--- src/rtl/dmem_mmio_pkg.sv ---
// dmem_mmio_pkg: MMIO addresses, TSTAT bit positions and decoded-target enum shared by dmem_mmio and mmio_timer
package dmem_mmio_pkg;
  localparam logic [31:0] TCOUNT_ADDR = 32'hFFFF_0000;
  localparam logic [31:0] TCMP_ADDR   = 32'hFFFF_0004;
  localparam logic [31:0] TSTAT_ADDR  = 32'hFFFF_0008;
  localparam logic [31:0] LEDS_ADDR   = 32'hFFFF_000C;
  localparam int TSTAT_FLAG = 0;
  localparam int TSTAT_EN   = 1;
  typedef enum logic [2:0] {TGT_RAM, TGT_TCOUNT, TGT_TCMP, TGT_TSTAT, TGT_LEDS, TGT_NONE} target_t;
endpackage

--- src/rtl/mmio_timer.sv ---
// mmio_timer: programmable timer (count/cmp/flag/en); ports clk, reset, per-register write strobes, wdata, state outputs
module mmio_timer
  import dmem_mmio_pkg::*;
(
  input  logic        clk,
  input  logic        reset,
  input  logic        count_we,
  input  logic        cmp_we,
  input  logic        stat_we,
  input  logic [31:0] wdata,
  output logic [31:0] count,
  output logic [31:0] cmp,
  output logic        flag,
  output logic        en
);
  logic match;
  assign match = en && count == cmp;
  // a CPU count write beats wrap/increment; flag set beats a same-cycle clear
  always_ff @(posedge clk or posedge reset)
    if (reset) begin
      count <= '0;
      cmp   <= '1;
      flag  <= 1'b0;
      en    <= 1'b0;
    end else begin
      count <= count_we ? wdata : match ? '0 : en ? count + 32'd1 : count;
      cmp   <= cmp_we ? wdata : cmp;
      flag  <= match | (flag & ~(stat_we & wdata[TSTAT_FLAG]));
      en    <= stat_we ? wdata[TSTAT_EN] : en;
    end
endmodule

--- src/rtl/dmem_mmio.sv ---
// dmem_mmio: CPU data-memory responder (RAM, LED register, timer); ports clk, reset, mem_wr/mem_addr/mem_writedata/mem_readdata, leds, timer_irq
module dmem_mmio
  import dmem_mmio_pkg::*;
#(
  parameter int          DMEM_WORDS = 64,
  parameter logic [31:0] DMEM_BASE  = 32'h1001_0000,
  parameter int          LED_WIDTH  = 16
) (
  input  logic                 clk,
  input  logic                 reset,
  input  logic                 mem_wr,
  input  logic [31:0]          mem_addr,
  input  logic [31:0]          mem_writedata,
  output logic [31:0]          mem_readdata,
  output logic [LED_WIDTH-1:0] leds,
  output logic                 timer_irq
);
  localparam int AW = $clog2(DMEM_WORDS);
  logic [31:0] off, count, cmp, stat;
  logic        flag, en;
  target_t     tgt;
  logic [31:0] ram [DMEM_WORDS];
  // unsigned offset: addresses below the base wrap high and fall outside the RAM window
  assign off = mem_addr - DMEM_BASE;
  always_comb
    tgt = off < 32'(4 * DMEM_WORDS)           ? TGT_RAM    :
          mem_addr[31:2] == TCOUNT_ADDR[31:2] ? TGT_TCOUNT :
          mem_addr[31:2] == TCMP_ADDR[31:2]   ? TGT_TCMP   :
          mem_addr[31:2] == TSTAT_ADDR[31:2]  ? TGT_TSTAT  :
          mem_addr[31:2] == LEDS_ADDR[31:2]   ? TGT_LEDS   : TGT_NONE;
  always_ff @(posedge clk)
    if (mem_wr && tgt == TGT_RAM) ram[off[AW+1:2]] <= mem_writedata;
  always_ff @(posedge clk or posedge reset)
    if (reset) leds <= '0;
    else if (mem_wr && tgt == TGT_LEDS) leds <= mem_writedata[LED_WIDTH-1:0];
  mmio_timer u_timer (
    .clk      (clk),
    .reset    (reset),
    .count_we (mem_wr && tgt == TGT_TCOUNT),
    .cmp_we   (mem_wr && tgt == TGT_TCMP),
    .stat_we  (mem_wr && tgt == TGT_TSTAT),
    .wdata    (mem_writedata),
    .count    (count),
    .cmp      (cmp),
    .flag     (flag),
    .en       (en)
  );
  always_comb begin
    stat = '0;
    stat[TSTAT_EN] = en;
    stat[TSTAT_FLAG] = flag;
  end
  always_comb
    mem_readdata = tgt == TGT_RAM    ? ram[off[AW+1:2]] :
                   tgt == TGT_TCOUNT ? count            :
                   tgt == TGT_TCMP   ? cmp              :
                   tgt == TGT_TSTAT  ? stat             :
                   tgt == TGT_LEDS   ? 32'(leds)        : '0;
  assign timer_irq = flag & en;
endmodule

--- config.mk ---
export PLATFORM = sky130hd
export DESIGN_NAME = dmem_mmio
export DESIGN_NICKNAME = d
export VERILOG_FILES = /design/src/rtl/dmem_mmio_pkg.sv /design/src/rtl/mmio_timer.sv /design/src/rtl/dmem_mmio.sv
export SDC_FILE = /design/constraint.sdc
export NUM_CORES = 2
export LEC_CHECK = 0
export CORE_UTILIZATION = 45
export CTS_BUF_LIST = sky130_fd_sc_hd__clkbuf_4
export CTS_CLUSTER_SIZE = 40
export DETAILED_ROUTE_END_ITERATION = 10
export PLACE_DENSITY = 0.6
export SLEW_MARGIN = 20
export SYNTH_ARGS = -nofsm -noshare
export SYNTH_HDL_FRONTEND = slang
export SYNTH_SLANG_ARGS = --single-unit
--- constraint.sdc ---
create_clock -name clk -period 4.4 [get_ports clk]
set_input_delay 0.88 -clock clk [delete_from_list [all_inputs] [get_ports clk]]
set_output_delay 0.88 -clock clk [all_outputs]
set_load 0.01 [all_outputs]
After elaboration in Yosys (flattened, before gate mapping)
Memories as Yosys holds them, arrays and structs flattened. Index checks and enable logic that the tools add are counted. Widths: inputs -> output; s select.

Add/subtract/negate cells: 2. Multipliers: 0. Divide/modulo/power cells: 0. Magnitude comparators: 1. Eq/ne operators: 9. Shift-type cells: 0. Muxes and demuxes: 15. Bitwise logic cells: 5. Reduce and logical (&&, ||, !) cells: 8.

Operators by type and width (number): $mux 32 (6); $eq 30x30->1 const B (4); $add 32x1->32 const B (1); $eq 32x32->1 (1); $lt 32x9->1 const B (1); $mux 16 (2); $sub 32x29->32 const B (1); $mux 3 (4); $eq 3x2->1 const B (2); $logic_and 1x1->1 (6); $and 1x1->1 (3); $eq 3x1->1 const B (1); $eq 3x3->1 const B (1); $logic_not 3->1 (1); $mux 1 (3); $reduce_bool 3->1 (1); $not 1->1 (1); $or 1x1->1 (1).

Register bits: 82. Bits in latches: 0. RAM bits: 2048. Memory bits (read-only): 0. Bits of input ports: 67. Output and inout bits: 49. Memories kept: 1.

Memory list: ram (words 64, width 32, read ports 1, clocked after memory_dff 0, write ports 1, RTL line dmem_mmio.sv:22) `logic [31:0] ram [DMEM_WORDS];`.

Longest topological paths before layout
Depth in word-level cells: 12. Gate-level depth with buffers: 12. Gate-level depth less buffers: 8.

Modules after synthesis
A second synthesis with hierarchy kept.

Cells, all modules: 4883. Area total of the unflattened synthesis: 84194.5 um2.

By module, submodules not included: dmem_mmio (times used 1, cells an instance 4483, area an instance 80288.3 um2); mmio_timer (times used 1, cells an instance 400, area an instance 3906.2 um2).

Least setup slack after synthesis
Ideal clock, no wire load.

Path kind: input-to-reg. Start point: input mem_addr[4]. End point: memory ram[17][0], enable pin. Setup time: 0.421 ns. Arrival: 3.834 ns. Data required time: 3.979 ns. Path slack: 0.145 ns. Cell stages on the path: 8. Buffers on the path: 4. Cells stage by stage: buf_2 > or2_2 > buf_2 > nor2_1 > buf_2 > buf_2 > nand3_1 > nor2_1.

Cells in the longest elaborated chain, start to end: 10. Elaborated cells between the ends (all ways): 15. Those cells by class: 1 x add/sub; 1 x order compare; 4 x eq/ne; 7 x mux; 2 x reduce/logical.

Ends and longest elaborated chain: start, declared (RTL line dmem_mmio.sv:12) `input logic [31:0] mem_addr,`; branches (longest 10 deep; another with $sub 32x29->32); end, declared (RTL line dmem_mmio.sv:22).

Several ways; the timed one is not identified.

Worst setup path after layout
Start point: memory ram[8][0]. End point: output mem_readdata[0].

Cells in the longest elaborated chain, start to end: 2.

Ends and longest elaborated chain: $mem_v2 64x32; $mux 32 (RTL line dmem_mmio.sv:54) `mem_readdata = tgt == TGT_RAM ? ram[off[AW+1:2]] :`; end, declared (RTL line dmem_mmio.sv:14) `output logic [31:0] mem_readdata,`.

No other way between the ends.

==> results.txt <==
The flow ran to the end, but the final reports show violations. The final reports fail on negative setup slack. The run gives 83100 sq um as the mapped cell area. TritonCTS built the clock tree. STA classifies the critical path endpoint as a primary output.

The share of total power in combinational logic is 0.075, and the number of placed I/O pins is 116. The tools report the relative slew slack as 0.200. For the finished layout, the period the worst path requires is 4720 ps. STA classifies the critical path startpoint as a flip-flop. The number of nets in the final layout was 6006. Highest routed metal layer: met5.

The tools report the register area share after synthesis as 0.765. The share of total power in sequential cells was 0.516. The floorplan step set the die height to 432 um. Setup repair after global routing could not meet its margin everywhere. The number of cells traversed by the worst register-to-register path works out to 8.

Share of layout cells above drive strength 1: 0.399. The sum of buffers and inverters on the critical path is 2. For this run, the slowest stage of the critical path takes 480 ps.

The routed length on met3 was 37.9 mm; the fraction of registers with async set or reset after synthesis was 0.0385. Across the run, the number of max-cap violations was 0. Based on the critical path, the design can be clocked at up to 212 MHz. STA puts the critical path data arrival time at 3840 ps. The post-CTS clock slew at the launch and capture registers of the worst setup and hold paths was 70 ps; the detailed-route wire length on metal 1 was 118 mm. Clock tree synthesis found a total of 2130 sinks. For the number of buffers on the longest clock path, the log shows 4. Summed over all cells, the static leakage comes to 35.7 nW.

The vias per cell came out at 6.32. The number of setup violations in the final report is 11, and the net switching power is 10.2 mW. Input and output buffers added on the ports amount to 113. The aggregate routed wire length came out at 307 mm.

On the critical path the largest part of the delay comes from compound AO/OA/AOI/OAI gates. The synthesized netlist cell count was 4659; the count of different cell masters after synthesis was 72. The floorplan step defined a die boundary enclosing 186000 sq um.

The clock network fraction of total power came out at 0.409. The final routed wire length divided by cell count is 35.0 um, and the number of warnings reported in the yosys synthesis log is 0. The final cell utilization of the core came out at 0.568.

Leading register cell type out of synthesis: sky130_fd_sc_hd__edfxtp_1. The type of the most critical hold path was in -> reg. Switching power as a share of total power: 0.237. The maximum fanout along the worst path came out at 1. The hold-critical path depth is 1, and the overall power is 43.1 mW. The first global-routing pass estimated 420 mm of wire. The cell at the root of the clock tree was sky130_fd_sc_hd__clkbuf_4. Path length in cells of the critical path: 7.

The number of nets handed over by synthesis was 4727. In this run, synthesis produced a sequential element count of 2130. The initial antenna violation count is 12, and the count of antenna-violating nets left after detailed routing is 0.

The power per standard cell area was 414 nW/um^2; the ratio of final minimum period to clock period was 1.07. The HPWL after detailed placement came out at 197 mm. The count of flip-flops with a built-in enable after synthesis is 2048, and the required arrival time at the worst endpoint is 3520 ps. The internal power came out at 32.9 mW. The logs give 45.1 ps for the setup skew after layout and 95300 sq um for the cell area after placement.

Summed over all nets, wire length on met2 after detailed routing comes to 134 mm. The initial core utilization was 0.453. Entering global routing, the biggest net connects 83 pins. Relative to the synthesized area, the layout overhead comes to 25.3%.

Clock latency on the worst-skew pair, taken at its later pin, is 1390 ps. After floorplanning, the core was sized to cover 183000 sq um. The remaining global-route overflow came out at 0. The setup total negative slack was -1400 ps; the final number of max-transition violations was 0. Clock buffer count from CTS: 573. In this run, the number of DRC markers left after iteration 0 of detailed routing was 8544. The average instance in the mapped netlist occupies 17.8 sq um. The logs give 157 for the count of standard-cell rows and 6 for the level count of the clock H-tree.

The last weighted congestion value of the routability-driven placer is 0.984. The worst setup path is of the reg -> out kind. The run gives -320 ps as the smallest setup slack after layout. The slowest stage of the critical path is the sky130_fd_sc_hd__a222oi_1 cell. For the pin with the worst max-slew slack, the measured transition is 1200 ps. Across the VDD grid, the largest voltage drop is 0.279 mV. The logs give 53400 for the number of global-route vias before repair and 0 for the DRC violation count after routing.

The global router's overall resource usage is 0.326, and the number of detailed-routing iterations run before antenna repair is 6. The final number of hold-violating endpoints is 0, and the detailed-route via count is 55400. The signal on the critical path passes through mux2_2 -> a221o_1 -> a222oi_1 -> buf_4 -> o22ai_4 -> o41a_1 -> buf_2. The chip width was 432 um; the post-route standard cell area excluding fillers was 104000 sq um.
-- metal layers --
layer,vias to the layer above,global-route usage
met3,692,0.0884
met5,-,0
met4,4,0.168
met1,28400,0.452
li1,22200,-
met2,4069,0.473
-- cells in the mapped netlist, drive strengths merged (3+ instances only) --
library cell | count | area (sq um)
a211oi | 10 | 75.1
a21oi | 140 | 701
a221o | 48 | 480
a221oi | 287 | 2510
a222oi | 14 | 140
a22o | 50 | 438
a22oi | 145 | 1090
a2bb2oi | 3 | 26.3
a31oi | 26 | 163
a41oi | 4 | 35.0
and2 | 10 | 63.8
and3 | 13 | 81.3
buf | 155 | 781
clkbuf | 168 | 632
dfrtp | 50 | 1250
dfstp | 32 | 841
edfxtp | 2048 | 61500
inv | 12 | 45.1
mux2 | 189 | 2170
mux2i | 217 | 2170
mux4 | 143 | 3220
nand2 | 163 | 614
nand2b | 6 | 37.5
nand3 | 32 | 173
nand4 | 13 | 81.3
nor2 | 240 | 917
nor2b | 10 | 62.6
nor3 | 27 | 158
nor4 | 25 | 163
nor4b | 11 | 96.3
o2111ai | 4 | 35.0
o211ai | 7 | 52.6
o21ai | 160 | 801
o221ai | 22 | 193
o22a | 18 | 158
o22ai | 93 | 582
o2bb2ai | 5 | 43.8
o41a | 5 | 56.3
or2 | 4 | 25.0
or3 | 4 | 30.0
xnor2 | 5 | 43.8
xor2 | 27 | 236
-- worst register-to-register path: stages (launching register included) --
cell	delay (ps)
sky130_fd_sc_hd__dfrtp_1	480
sky130_fd_sc_hd__xor2_1	190
sky130_fd_sc_hd__nor4_1	760
sky130_fd_sc_hd__nand4_1	270
sky130_fd_sc_hd__nor4_4	330
sky130_fd_sc_hd__buf_4	430
sky130_fd_sc_hd__nor2_1	400
sky130_fd_sc_hd__a22oi_1	250
sky130_fd_sc_hd__o21ai_0	110
-- metrics by stage --
step           setup WS [ps]  hold WS [ps]  cells
2_1_floorplan            145           487   4659
3_3_place_gp           -1230           551   7818
3_5_place_dp           -1240           562   7818
4_1_cts                 -427          16.7   8746
5_1_grt                 -468          9.93   8757
6_report                -320          82.6   8762
-- flip-flops by register name (all words and copies together), names as in the netlist --
name / flops
u_timer.flag: 1
u_timer.count: 32
u_timer.cmp: 32
leds: 16
ram: 2048
u_timer.en: 1
-- cell usage in the layout, fill, tap and decap left out, types with 46 or more instances in the layout --
| cell type | count |
|---|---|
| sky130_fd_sc_hd__nand2_1 | 146 |
| sky130_fd_sc_hd__a221oi_1 | 220 |
| sky130_fd_sc_hd__dfrtp_1 | 50 |
| sky130_fd_sc_hd__clkinv_1 | 46 |
| sky130_fd_sc_hd__clkbuf_4 | 839 |
| sky130_fd_sc_hd__buf_12 | 170 |
| sky130_fd_sc_hd__mux2i_1 | 209 |
| sky130_fd_sc_hd__a22o_1 | 50 |
| sky130_fd_sc_hd__mux2_2 | 160 |
| sky130_fd_sc_hd__o21ai_0 | 139 |
| sky130_fd_sc_hd__nor2_1 | 156 |
| sky130_fd_sc_hd__a221oi_2 | 56 |
| sky130_fd_sc_hd__a22oi_1 | 143 |
| sky130_fd_sc_hd__a21oi_1 | 123 |
| sky130_fd_sc_hd__a221o_1 | 46 |
| sky130_fd_sc_hd__o22ai_1 | 72 |
| sky130_fd_sc_hd__mux4_2 | 143 |
| sky130_fd_sc_hd__nor2_4 | 77 |
| sky130_fd_sc_hd__buf_4 | 713 |
| sky130_fd_sc_hd__edfxtp_1 | 2048 |
-- final cells by class --
type	instances	area [sq um]
Fill cell	14300	79100
Tap cell	2464	3080
Clock buffer	839	6300
Clock inverter	81	717
Antenna cell	15	37.5
Sequential cell	2130	63600
Timing Repair Buffer	1027	10100
Multi-Input combinational cell	2193	20300
Inverter	13	62.6
-- cell families after synthesis --
logic type / Yosys count / share of synthesized area
buf+inv: 336 / 0.0176
mux: 549 / 0.0910
xor+xnor: 32 / 0.00337
fa+ha+maj: 1 / 0.000151
flops: 2130 / 0.765
compound gates: 1051 / 0.0923
simple gates: 560 / 0.0303
-- timing repair --
item	CTS	global route
endpoints found under the setup margin	32	31
hold endpoints to repair	179	8
pin swaps	106	56
setup buffers	10	1
resized for setup	402	73
hold buffers	14	1
gates cloned	0	1
-- power by group through the flow --
stage                     logic (mW)  registers (mW)  clock network (mW)
after global placement          2.96            22.6                   0
after global routing            3.28            22.2                18.9
after CTS                       3.11            22.2                17.8
after detailed placement        2.98            22.6                   0
after floorplan                0.985            22.6                   0
final                           3.25            22.2                17.6
-- path summary, 6_finish.rpt --
path,from,endpoint,slack [ps]
min in group asynchronous,reset,leds[3],450
min reg2reg,leds[14],leds[14],570
max in group asynchronous,reset,u_timer.cmp[25],3450
min,mem_writedata[5],ram[18][5],80
max reg2reg,u_timer.count[11],u_timer.count[8],1050
max,ram[8][0],mem_readdata[0],-320
Power figures use the tool's default switching activity.
